--- src/rtl/fp_addsub_arbiter.sv ---
// Round-robin arbiter sharing one combinational fp_addsub among NREQ clients.
// One operation in flight: IDLE -> ISSUE -> RESP, minimum 3 cycles each.
module fp_addsub_arbiter #(
   parameter int NREQ  = 4,
   parameter int SEL_W = 2
) (
   input  logic                 clk,
   input  logic                 rst_n,
   input  logic [NREQ-1:0]      req_valid,
   output logic [NREQ-1:0]      req_ready,
   input  logic [NREQ*32-1:0]   req_a,
   input  logic [NREQ*32-1:0]   req_b,
   input  logic [NREQ-1:0]      req_sub,
   output logic [31:0]          fpu_a,
   output logic [31:0]          fpu_b,
   output logic                 fpu_sub,
   input  logic [31:0]          fpu_result,
   output logic [NREQ-1:0]      rsp_valid,
   input  logic [NREQ-1:0]      rsp_ready,
   output logic [31:0]          rsp_result,
   output logic [SEL_W-1:0]     grant_id,
   output logic                 busy
);

   typedef enum logic [1:0] {IDLE, ISSUE, RESP} state_t;

   state_t           state;
   state_t           state_nx;
   logic [SEL_W-1:0] rr_ptr;
   logic [SEL_W-1:0] winner;
   logic [SEL_W-1:0] idx;
   logic             found;
   logic [31:0]      sel_a;
   logic [31:0]      sel_b;
   logic             sel_sub;

   // Scan from rr_ptr upward; index wraps naturally since NREQ == 2**SEL_W.
   always_comb begin
      winner = '0;
      found  = 1'b0;
      idx    = '0;
      for (int k = 0; k < NREQ; k++) begin
         idx = rr_ptr + SEL_W'(k);
         if (!found && req_valid[idx]) begin
            winner = idx;
            found  = 1'b1;
         end
      end
   end

   always_comb begin
      sel_a   = '0;
      sel_b   = '0;
      sel_sub = 1'b0;
      for (int k = 0; k < NREQ; k++) begin
         if (winner == SEL_W'(k)) begin
            sel_a   = req_a[32*k +: 32];
            sel_b   = req_b[32*k +: 32];
            sel_sub = req_sub[k];
         end
      end
   end

   always_comb begin
      state_nx  = state;
      req_ready = '0;
      rsp_valid = '0;
      case (state)
         IDLE: begin
            if (found) begin
               req_ready[winner] = 1'b1;
               state_nx          = ISSUE;
            end
         end
         ISSUE: state_nx = RESP;
         RESP: begin
            rsp_valid[grant_id] = 1'b1;
            if (rsp_ready[grant_id]) state_nx = IDLE;
         end
         default: state_nx = IDLE;
      endcase
   end

   assign busy = (state != IDLE);

   always_ff @(posedge clk or negedge rst_n) begin
      if (!rst_n) begin
         state      <= IDLE;
         rr_ptr     <= '0;
         grant_id   <= '0;
         fpu_a      <= '0;
         fpu_b      <= '0;
         fpu_sub    <= 1'b0;
         rsp_result <= '0;
      end else begin
         state <= state_nx;
         if (state == IDLE && found) begin
            fpu_a    <= sel_a;
            fpu_b    <= sel_b;
            fpu_sub  <= sel_sub;
            grant_id <= winner;
            rr_ptr   <= winner + SEL_W'(1);
         end
         if (state == ISSUE) rsp_result <= fpu_result;
      end
   end

endmodule

--- config.mk ---
export PLATFORM = sky130hd
export DESIGN_NAME = fp_addsub_arbiter
export DESIGN_NICKNAME = d
export VERILOG_FILES = /design/src/rtl/fp_addsub_arbiter.sv
export SDC_FILE = /design/constraint.sdc
export NUM_CORES = 1
export LEC_CHECK = 0
export CORE_AREA = 4 4 159 161
export CTS_BUF_LIST = sky130_fd_sc_hd__clkbuf_8 sky130_fd_sc_hd__clkbuf_16
export CTS_CLUSTER_DIAMETER = 80
export DETAILED_ROUTE_END_ITERATION = 16
export DIE_AREA = 0 0 163 165
export GPL_TIMING_DRIVEN = 0
export PLACE_DENSITY = 0.68
export SYNTH_ARGS = -nofsm -noshare
export SYNTH_HDL_FRONTEND = slang
export SYNTH_SLANG_ARGS = --single-unit
--- constraint.sdc ---
create_clock -name clk -period 7.48 [get_ports clk]
set_input_delay 1.87 -clock clk [delete_from_list [all_inputs] [get_ports clk]]
set_output_delay 1.87 -clock clk [all_outputs]
set_load 0.05 [all_outputs]
Word level (Yosys, flattened, before mapping)
Cells that the tools add are included.

Bits in registers: 103. Input port bits: 302. Word-level logic and storage cells: 79.

$add $sub $neg: 4. $lt $le $gt $ge: 8. Equality and inequality tests: 7. Mux-type cells: 40. Reduce and logical (&&, ||, !) cells: 13.

Operator list (number): $mux W32 (8); $lt A2 B3 Y1 const B (6); $mux W1 (15); $mux W2 (6); $mux W4 (3); $bmux W1 S2 (5); $eq A2 B2 Y1 const B (3); $logic_and A1 B1 Y1 (6); $pmux W2 S3 (1); $add A2 B1 Y2 const B (2); $add A2 B2 Y2 const B (2); $demux W1 S2 (2); $eq A2 B1 Y1 const B (2); $ge A2 B1 Y1 const B (2); $logic_not A2 Y1 (2); $ne A2 B2 Y1 const B (2); $logic_not A1 Y1 (3); $reduce_and A2 Y1 (1); $reduce_bool A2 Y1 (1).

Logic depth before layout (Yosys ltp)
Gate-level depths: netlist of the first run.

Depth after elaboration: 18. Gate-level depth with buffers: 12. Mapped depth without buffers: 7.

Worst setup path after synthesis of the first run
Ideal clock, no wire load.

Path kind: input to output. From: input req_valid[0]. To: output req_ready[2]. Arrival: 4.234 ns. Setup slack: 1.376 ns. Stages on the path: 10. Path buffers: 6. Cell sequence: or4_1 > clkbuf_1 > clkbuf_1 > clkbuf_1 > nand4_1 > ha_1 > clkbuf_1 > buf_2 > clkbuf_1 > and3_1.

Longest elaborated chain between the ends: 18.

RTL lines: start, declared (line 9) `input logic [NREQ-1:0] req_valid,`; $bmux W1 S2 (line 44) `if (!found && req_valid[idx]) begin`; $mux W1 (implied by the code) (line 44); $mux W1 (line 44); $logic_not A1 Y1 (line 44); $logic_and A1 B1 Y1 (line 44); $mux W1 (line 44); $logic_not A1 Y1 (line 44); $logic_and A1 B1 Y1 (line 44); (+2 left out); $logic_and A1 B1 Y1 (line 44); $mux W2 (line 44); $lt A2 B3 Y1 (implied by the code) or $ge A2 B1 Y1 (tied branches) (line 71) `req_ready[winner] = 1'b1;`; $logic_and A1 B1 Y1 (implied by the code) (line 71); $mux W1 (implied by the code) (line 71); $demux W1 S2 (line 71); $mux W4 * (line 70) `if (found) begin`; $mux W4 * (line 68) `case (state)`; end, declared (line 10) `output logic [NREQ-1:0] req_ready,`.

Mark *: on every way between the ends. The rest lies on a longest branch, timed or not. The select of a mux whose other input is x is not followed.

Worst setup path after layout of the first run
Ends and elaborated chain as after synthesis.

==> results summary, run 1 <==
The run finished with clean final reports. The growth of design area from synthesis to finish is 76.58%. The number of design rule violations left after detail routing is 0.

The post-synth net total is 1,022. The total wire length is 29,740 um. Setup repair after global routing left no endpoint under its margin. The floorplan core area came out at 23,960 sq um. The endpoint class of the critical path is an output pin. The routed layout has 7,449 vias. The transition time of the tightest slew-check pin came out at 0.7197 ns. The post-route minimum period came out at 7.213 ns. The synthesized area per cell came out at 8.774 sq um.

The number of antenna violations at the first check in global routing is 0. The via count of the first global-routing pass came out at 7,373. The die span in y is 165 um. During I/O placement, the number of pins put on the boundary was 410.

The number of storage elements in the synthesis netlist is 103. The number of levels in the clock H-tree is 3. The TritonCTS buffer count came out at 9. TritonCTS built the clock tree. The worst vdd rail ir drop is 0.2193 mV. The initial core utilization came out at 0.2622. The path class of the tightest hold or removal check is register to register. After clock tree synthesis, the clock-pin slew on the worst setup and hold paths is 0.07 ns. The data required time at the worst endpoint is 5.61 ns.

The mean routed wirelength per cell came out at 20.31 um. The total leakage power is 0.004320 uW. The wire length of the first global-routing pass came out at 42,510 um. The portion of the clock cycle consumed by the worst path in the final layout came out at 0.9643. The ratio of total power to cell area came out at 455.9 nW/um^2.

The total clock sinks is 103. The number of violations reported at the end of detailed-routing iteration 0 came out at 449. The count of max-cap constraint violations is 0. The cell chosen for the clock root is clkbuf_16. The count of hold buffers inserted by post-cts repair is 0. Measured against its own limit, the worst slew margin works out to 0.5202.

The multi-input combinational cell area came out at 3123 sq um. The repair_antennas step left the layout with diodes totalling 0. The worst-case clock buffer depth came out at 2. The post-layout net count came out at 1,441. The highest achievable clock rate is 138.6 MHz.

The completed layout was analyzed and its total power is 5058 uW. Entering global routing, the biggest net connects 60 pins. The floorplan step defined a die boundary enclosing 26,900 sq um. The via-per-instance ratio came out at 5.088. The post-synthesis cell type count came out at 32.

The final HPWL from detailed placement came out at 23,840 um. The placement row count is 57. During placement, the flow inserted port buffers numbering 409. The count of filler cells inserted in the layout came out at 2,390. The setup-violating endpoint count in the final report is 0. The clock arrives with 0.008210 ns of skew.

The worst setup path is launched from a primary input. The number of nets with antenna violations after detailed routing came out at 0. The combined flip-flop and latch cell area came out at 2577 sq um.

The category of the critical setup timing path is primary input to output pin. The die is 163 um wide. The warning count from the yosys run is 0. The final max-slew violation count came out at 0. Across every metal layer, demand over resource in global routing totals 0.2054. For this run, the register share of the synthesized area comes to 0.4103.

The global placer's final weighted congestion came out at 0.8668. Clock latency on the worst-skew pair, taken at its later pin, is 0.35 ns. For the final routed database, the setup TNS stands at 0 ns. The peak fanout along the critical path came out at 10.

The sum of overflow across all layers after global routing is 0. At the worst endpoint, the arrival time is 5.34 ns. The final worst setup slack came out at 0.2668 ns. The number of hold-slack violations in the final timing report came out at 0. The share of layout cells above drive strength 1 came out at 0.06140. The pre-antenna-repair detailed-routing pass consisted of 5 iterations. OpenSTA, run right after detailed placement, puts the worst setup slack at -0.5807 ns. Summing every instance area after synthesis gives 6282 sq um.

Synthesis handed over a netlist of 716 instances.
[repair_timing]
item | 4_1_cts | 5_1_grt
resized for setup | 9 | 1
setup endpoints to repair | 4 | 3
buffers inserted | 0 | 0
[cell families (layout without fill, tap and decap cells)]
family / Yosys count / after routing / share of synthesized area
AO/OA/AOI/OAI: 272 / 272 / 0.2850
AND/OR/NAND/NOR: 156 / 156 / 0.1416
buffers and inverters: 147 / 571 / 0.09261
flip-flops: 103 / 103 / 0.4103
multiplexers: 34 / 34 / 0.06254
adder cells (fa/ha/maj): 4 / 4 / 0.007967
[Yosys cell counts]
master | instances | area (sq um)
a21boi_0 | 3 | 22.52
a21o_1 | 1 | 7.510
a21oi_1 | 132 | 660.6
a221o_1 | 65 | 650.6
a31o_2 | 1 | 8.760
a31oi_1 | 66 | 412.9
a41o_1 | 1 | 10.01
and2_1 | 2 | 12.51
and3_1 | 5 | 31.28
and4_1 | 1 | 8.760
and4b_1 | 1 | 10.01
buf_1 | 6 | 22.52
buf_2 | 12 | 60.06
buf_6 | 2 | 22.52
clkbuf_1 | 60 | 225.2
dfrtp_1 | 103 | 2577
ha_1 | 4 | 50.05
inv_1 | 67 | 251.5
mux2_2 | 32 | 360.4
mux2i_1 | 1 | 10.01
mux4_2 | 1 | 22.52
nand2_1 | 67 | 251.5
nand2b_1 | 4 | 25.02
nand3_1 | 2 | 10.01
nand3b_1 | 66 | 495.5
nand4_1 | 1 | 6.260
nor2_1 | 3 | 11.26
nor3_1 | 1 | 5.000
nor3b_1 | 2 | 15.01
o21ai_0 | 2 | 10.01
o21bai_1 | 1 | 7.510
or4_1 | 1 | 7.510
[sequential cells by signal, indices dropped and copies added, names as in the netlist]
name / count
fpu_a: 32
fpu_b: 32
rsp_result: 32
grant_id: 2
rr_ptr: 2
state: 2
fpu_sub: 1
[cells in the final DEF, fill, tap and decap left out, types with 32 or more instances in the layout]
master	count
a221o_1	65
nand2_1	67
dfrtp_1	103
a21oi_1	132
a31oi_1	66
clkbuf_1	56
mux2_2	32
clkdlybuf4s50_1	405
nand3b_1	66
inv_1	67
[power by group]
group	switching (uW)	internal [uW]
clock network	227	239
logic	2230	1330
registers	179	859
[path summary, 6_finish.rpt]
check | startpoint | end | slack, ns | depth (start not counted)
hold reg to reg | rsp_result[6]$_DFFE_PN0N_ | rsp_result[6]$_DFFE_PN0N_ | 0.51 | 1
setup / recovery | req_valid[0] | req_ready[2] | 0.27 | 12
setup reg to reg | rr_ptr[1]$_DFFE_PN0P_ | fpu_b[25]$_DFFE_PN0P_ | 4.47 | 9
max in group asynchronous | rst_n | fpu_a[30]$_DFFE_PN0P_ | 5.22 | 2
min in group asynchronous | rst_n | fpu_b[8]$_DFFE_PN0P_ | 1.53 | 1
hold / removal | rsp_result[6]$_DFFE_PN0N_ | rsp_result[6]$_DFFE_PN0N_ | 0.51 | 1
[critical path, stage by stage]
cell and delay, ns:
clkdlybuf4s50_1 0.48, or4_1 0.55, clkbuf_1 0.16, clkbuf_2 0.26, clkbuf_1 0.30, nand4_1 0.19
ha_1 0.18, clkbuf_1 0.23, clkbuf_4 0.31, clkbuf_2 0.26, and3_1 0.18, clkdlybuf4s15_2 0.37
[area by class of cell]
| type | instances | share of cell area |
|---|---|---|
| repair buffers | 410 | 0.3713 |
| plain buffers | 78 | 0.02966 |
| well taps | 324 | 0.03654 |
| clock buffers | 10 | 0.02154 |
| flip-flops and latches | 103 | 0.2323 |
| inverters | 67 | 0.02267 |
| clock inverters | 6 | 0.004399 |
| multi-input cells | 466 | 0.2815 |
[metrics by stage]
| stage | hold slack [ns] | utilization | cells | instance area (sq um) |
|---|---|---|---|---|
| after floorplan | 0.5697 | - | 716 | 6282 |
| final | 0.5054 | 0.4629 | 1464 | 11090 |
| after global placement | 0.4846 | 0.4499 | 1449 | 10780 |
| after CTS | 0.5085 | 0.4631 | 1466 | 11100 |
| after global routing | 0.5235 | 0.4629 | 1464 | 11090 |
| after detailed placement | 0.4915 | 0.4510 | 1450 | 10810 |
[layer usage]
layer | wire length, um | GRT usage
met2 | 14990 | 0.3692
met1 | 11550 | 0.2401
met5 | 0 | 0
met3 | 2510 | 0.05640
met4 | 689 | 0.05833
(Power assumes the default switching activity.)
==> run 2: changes to the inputs <==
Settings changed: CORE_AREA 4 4 159 161 to 2 2 157 159, DIE_AREA 0 0 163 165 to 0 0 159 161.
==> run 2 against run 1 <==
- utilization is 0.084 points higher
- fmax increased by 0.67%
- cell count is the same
- non-clock buffer count did not move
- largest power group unchanged
- critical path type unchanged
- count of clock-buffer cells in the layout is 1 lower
- register-to-register slack better by 0.09 ns
- setup slack better by 0.048 ns
- worst hold slack improved by 0.0014 ns
- power up 0.68%
- sequential share of layout area is essentially flat
- highest routed layer unchanged
==> results summary, run 2 (synthesized netlist as in run 1, its figures left out) <==
The run finished with clean final reports. The number of hold-slack violations in the final timing report is 0. The final max-slew violation count is 0.

The TritonCTS buffer count came out at 9. The placement row count came out at 57. The most common library cell in the layout ignoring fill and taps is clkdlybuf4s50_1. The wire length of the first global-routing pass came out at 43,060 um. The floorplan die area is 25,600 sq um. The routed layout has 7,470 vias. STA classifies the critical path endpoint as an output pin.

The worst setup path is launched from a primary input. The most critical setup path has its startpoint at req_valid[0]. Once detailed placement completed, the half-perimeter wirelength came to 23,250 um.

Setup violations remaining at the end of the flow were counted as 0. The transition time of the tightest slew-check pin is 0.7336 ns. The critical path ends at req_ready[2]. Traced cell by cell, the critical path runs through clkdlybuf4s50_1 -> or4_1 -> clkbuf_1 -> clkbuf_2 -> clkbuf_2 -> nand4_1 -> ha_1 -> clkbuf_1 -> clkbuf_4 -> clkbuf_2 -> and3_1 -> clkdlybuf4s15_2. The CTS tree is built. The growth of design area from synthesis to finish came out at 76.90%. The root buffer cell chosen for the clock tree is clkbuf_16. The total wire length came out at 29,360 um. In the routed design, unresolved DRC markers number 0. The post-route minimum period is 7.165 ns. The global-route usage over all layers is 0.2169.

The summed area of non-filler cells in the final layout is 11,110 sq um. Final hold analysis gives a worst-case slack of 0.5068 ns. The multi-input combinational cell area came out at 3123 sq um.

The startpoint identified for the worst register-to-register timing path is rr_ptr[1]$_DFFE_PN0P_. The worst register-to-register path ends at fpu_b[8]$_DFFE_PN0P_. The number of iterations in the first detailed-routing pass came out at 5. Entering global routing, the biggest net connects 60 pins. The minimum setup slack after placement came out at -0.5835 ns.

STA puts the critical path data arrival time at 5.30 ns. The count of inserted antenna diode cells came out at 0. In the post-route analysis, the smallest setup slack over all paths is 0.3145 ns. The ratio of total power to cell area came out at 458.2 nW/um^2. After detailed routing, the average wire length per cell comes to 20.06 um.

In the layout the commonest cells are clkdlybuf4s50_1 (405), a21oi_1 (132), dfrtp_1 (103). In the final layout, the registers with the most flip-flops are fpu_a (32), fpu_b (32), rsp_result (32). Among all stages on the critical path, the largest delay is contributed by or4_1. The register-to-register setup slack came out at 4.56 ns. The area of placed instances is 10,810 sq um. The cell that appears most often on the critical path is clkbuf_2. The tightest min-delay check is of the register to register type. The floorplan core area is 23,960 sq um. The worst slew margin relative to its limit is 0.5109.

The top-level port count came out at 410. Max-cap violations in this run came to 0. The total leakage power is 0.004354 uW.

The die span in y came out at 161 um. The worst min-delay path startpoint is rsp_result[22]$_DFFE_PN0N_. No sink is reached through more buffers than the 2 on the longest clock path. The via count of the first global-routing pass came out at 7,483. The sum of overflow across all layers after global routing is 0. The critical path is of the primary input to output pin type. Measured in cells, the most critical reg-to-reg path has a length of 9.

The data required time at the worst endpoint came out at 5.61 ns. The share of layout cells above drive strength 1 came out at 0.06228. The number of levels in the clock H-tree is 3. The worst vdd rail ir drop is 0.1849 mV.

The clock transition at the registers of the reported paths is 0.07 ns. The clock reaches the later pin of the worst-skew pair after 0.36 ns. Dividing the detail-routed via count by the number of cells gives 5.102.

The horizontal die dimension is 159 um. In the final design database the tool counted 1,441 nets. The count of filler cells inserted in the layout came out at 2,377. The port buffer count came out at 409. The peak fanout along the critical path is 10. After clock tree synthesis, the setup repair step added 0 buffers.

The largest single stage delay on the critical path is 0.57 ns. The clock tree skew after final layout came out at 0.01315 ns. Setup repair after global routing left no endpoint under its margin. Derived from the worst setup path, the maximum achievable clock frequency is 139.6 MHz.

The combined flip-flop and latch cell area came out at 2577 sq um. Counting every sink on the clock net gives 103. The number of antenna violations at the first check in global routing is 0.

The global placer's final weighted congestion came out at 0.9054. The number of nets with antenna violations after detailed routing is 0. The portion of the clock cycle consumed by the worst path in the final layout is 0.9580. The initial core utilization is 0.2622. The first routing iteration left 409 violations.
## run 2: cell count changes in the layout (fill, tap and decap cells not counted)
cell	change
clkbuf_1	-1
clkbuf_2	+1
clkbuf_8	-1
clkdlybuf4s15_1	-1
clkinv_4	+3
clkinv_8	+2
clkinvlp_4	-3
dlymetal6s2s_1	+1
inv_6	-2
inv_8	+1
## run 2: how the worst min path moves through the flow
stage | slack, ns | depth (start not counted) | endpoint
final | 0.51 | 1 | rsp_result[22]$_DFFE_PN0N_
after global routing | 0.52 | 1 | rsp_result[10]$_DFFE_PN0N_
after CTS | 0.51 | 1 | rsp_result[22]$_DFFE_PN0N_
after detailed placement | 0.49 | 1 | rsp_result[12]$_DFFE_PN0N_
after global placement | 0.49 | 1 | rsp_result[25]$_DFFE_PN0N_
after floorplan | 0.57 | 2 | rr_ptr[0]$_DFFE_PN0P_
## run 2: stage by stage
| stage | utilization | power, uW | TNS [ns] | cells |
|---|---|---|---|---|
| floorplan | - | 3327 | 0 | 716 |
| global placement | 0.4499 | 4586 | -1.650 | 1449 |
| detailed placement | 0.4510 | 4631 | -1.583 | 1450 |
| CTS | 0.4637 | 5128 | 0 | 1465 |
| global route | 0.4638 | 5361 | 0 | 1464 |
| finish | 0.4638 | 5092 | 0 | 1464 |
## run 2: critical path, delay by kind of cell
kind | cells | cell delay (ns)
buf+inv | 8 | 2.29
simple gates | 3 | 0.93
fa+ha+maj | 1 | 0.19
## run 2: repair_timing
action | CTS | global route
hold buffers | 0 | 0
endpoints found under the setup margin | 4 | 3
gates resized for setup | 7 | 4
## run 2: cell type report
cell class,count,share of cell area
Multi-Input combinational cell,466,0.2810
Clock buffer,9,0.02027
Inverter,67,0.02263
Sequential cell,103,0.2319
Tap cell,324,0.03648
Clock inverter,7,0.007093
Buffer,78,0.02972
Timing Repair Buffer,410,0.3709
## run 2: power breakdown
| group | total, uW | internal [uW] | leakage (uW) | switching [uW] |
|---|---|---|---|---|
| clock | 487 | 238 | 0.000148 | 249 |
| combinational | 3560 | 1330 | 0.00302 | 2240 |
| sequential | 1040 | 859 | 0.00119 | 181 |
| total | 5090 | 2430 | 0.00435 | 2670 |
## run 2: routing by layer
metal,global-route usage,vias up,part of all wire
li1,-,3456,-
met1,0.2583,3618,0.40
met2,0.3858,349,0.50
met3,0.05110,47,0.073
met4,0.07190,0,0.029
met5,0,-,0
==> run 3: changes to the inputs <==
Settings changed: ABC_CLOCK_PERIOD_IN_PS from default to 7480, HOLD_SLACK_MARGIN from default to 0.05.
==> results of run 3 <==
The final DEF is identical to that of run 2; final timing and power are the same.
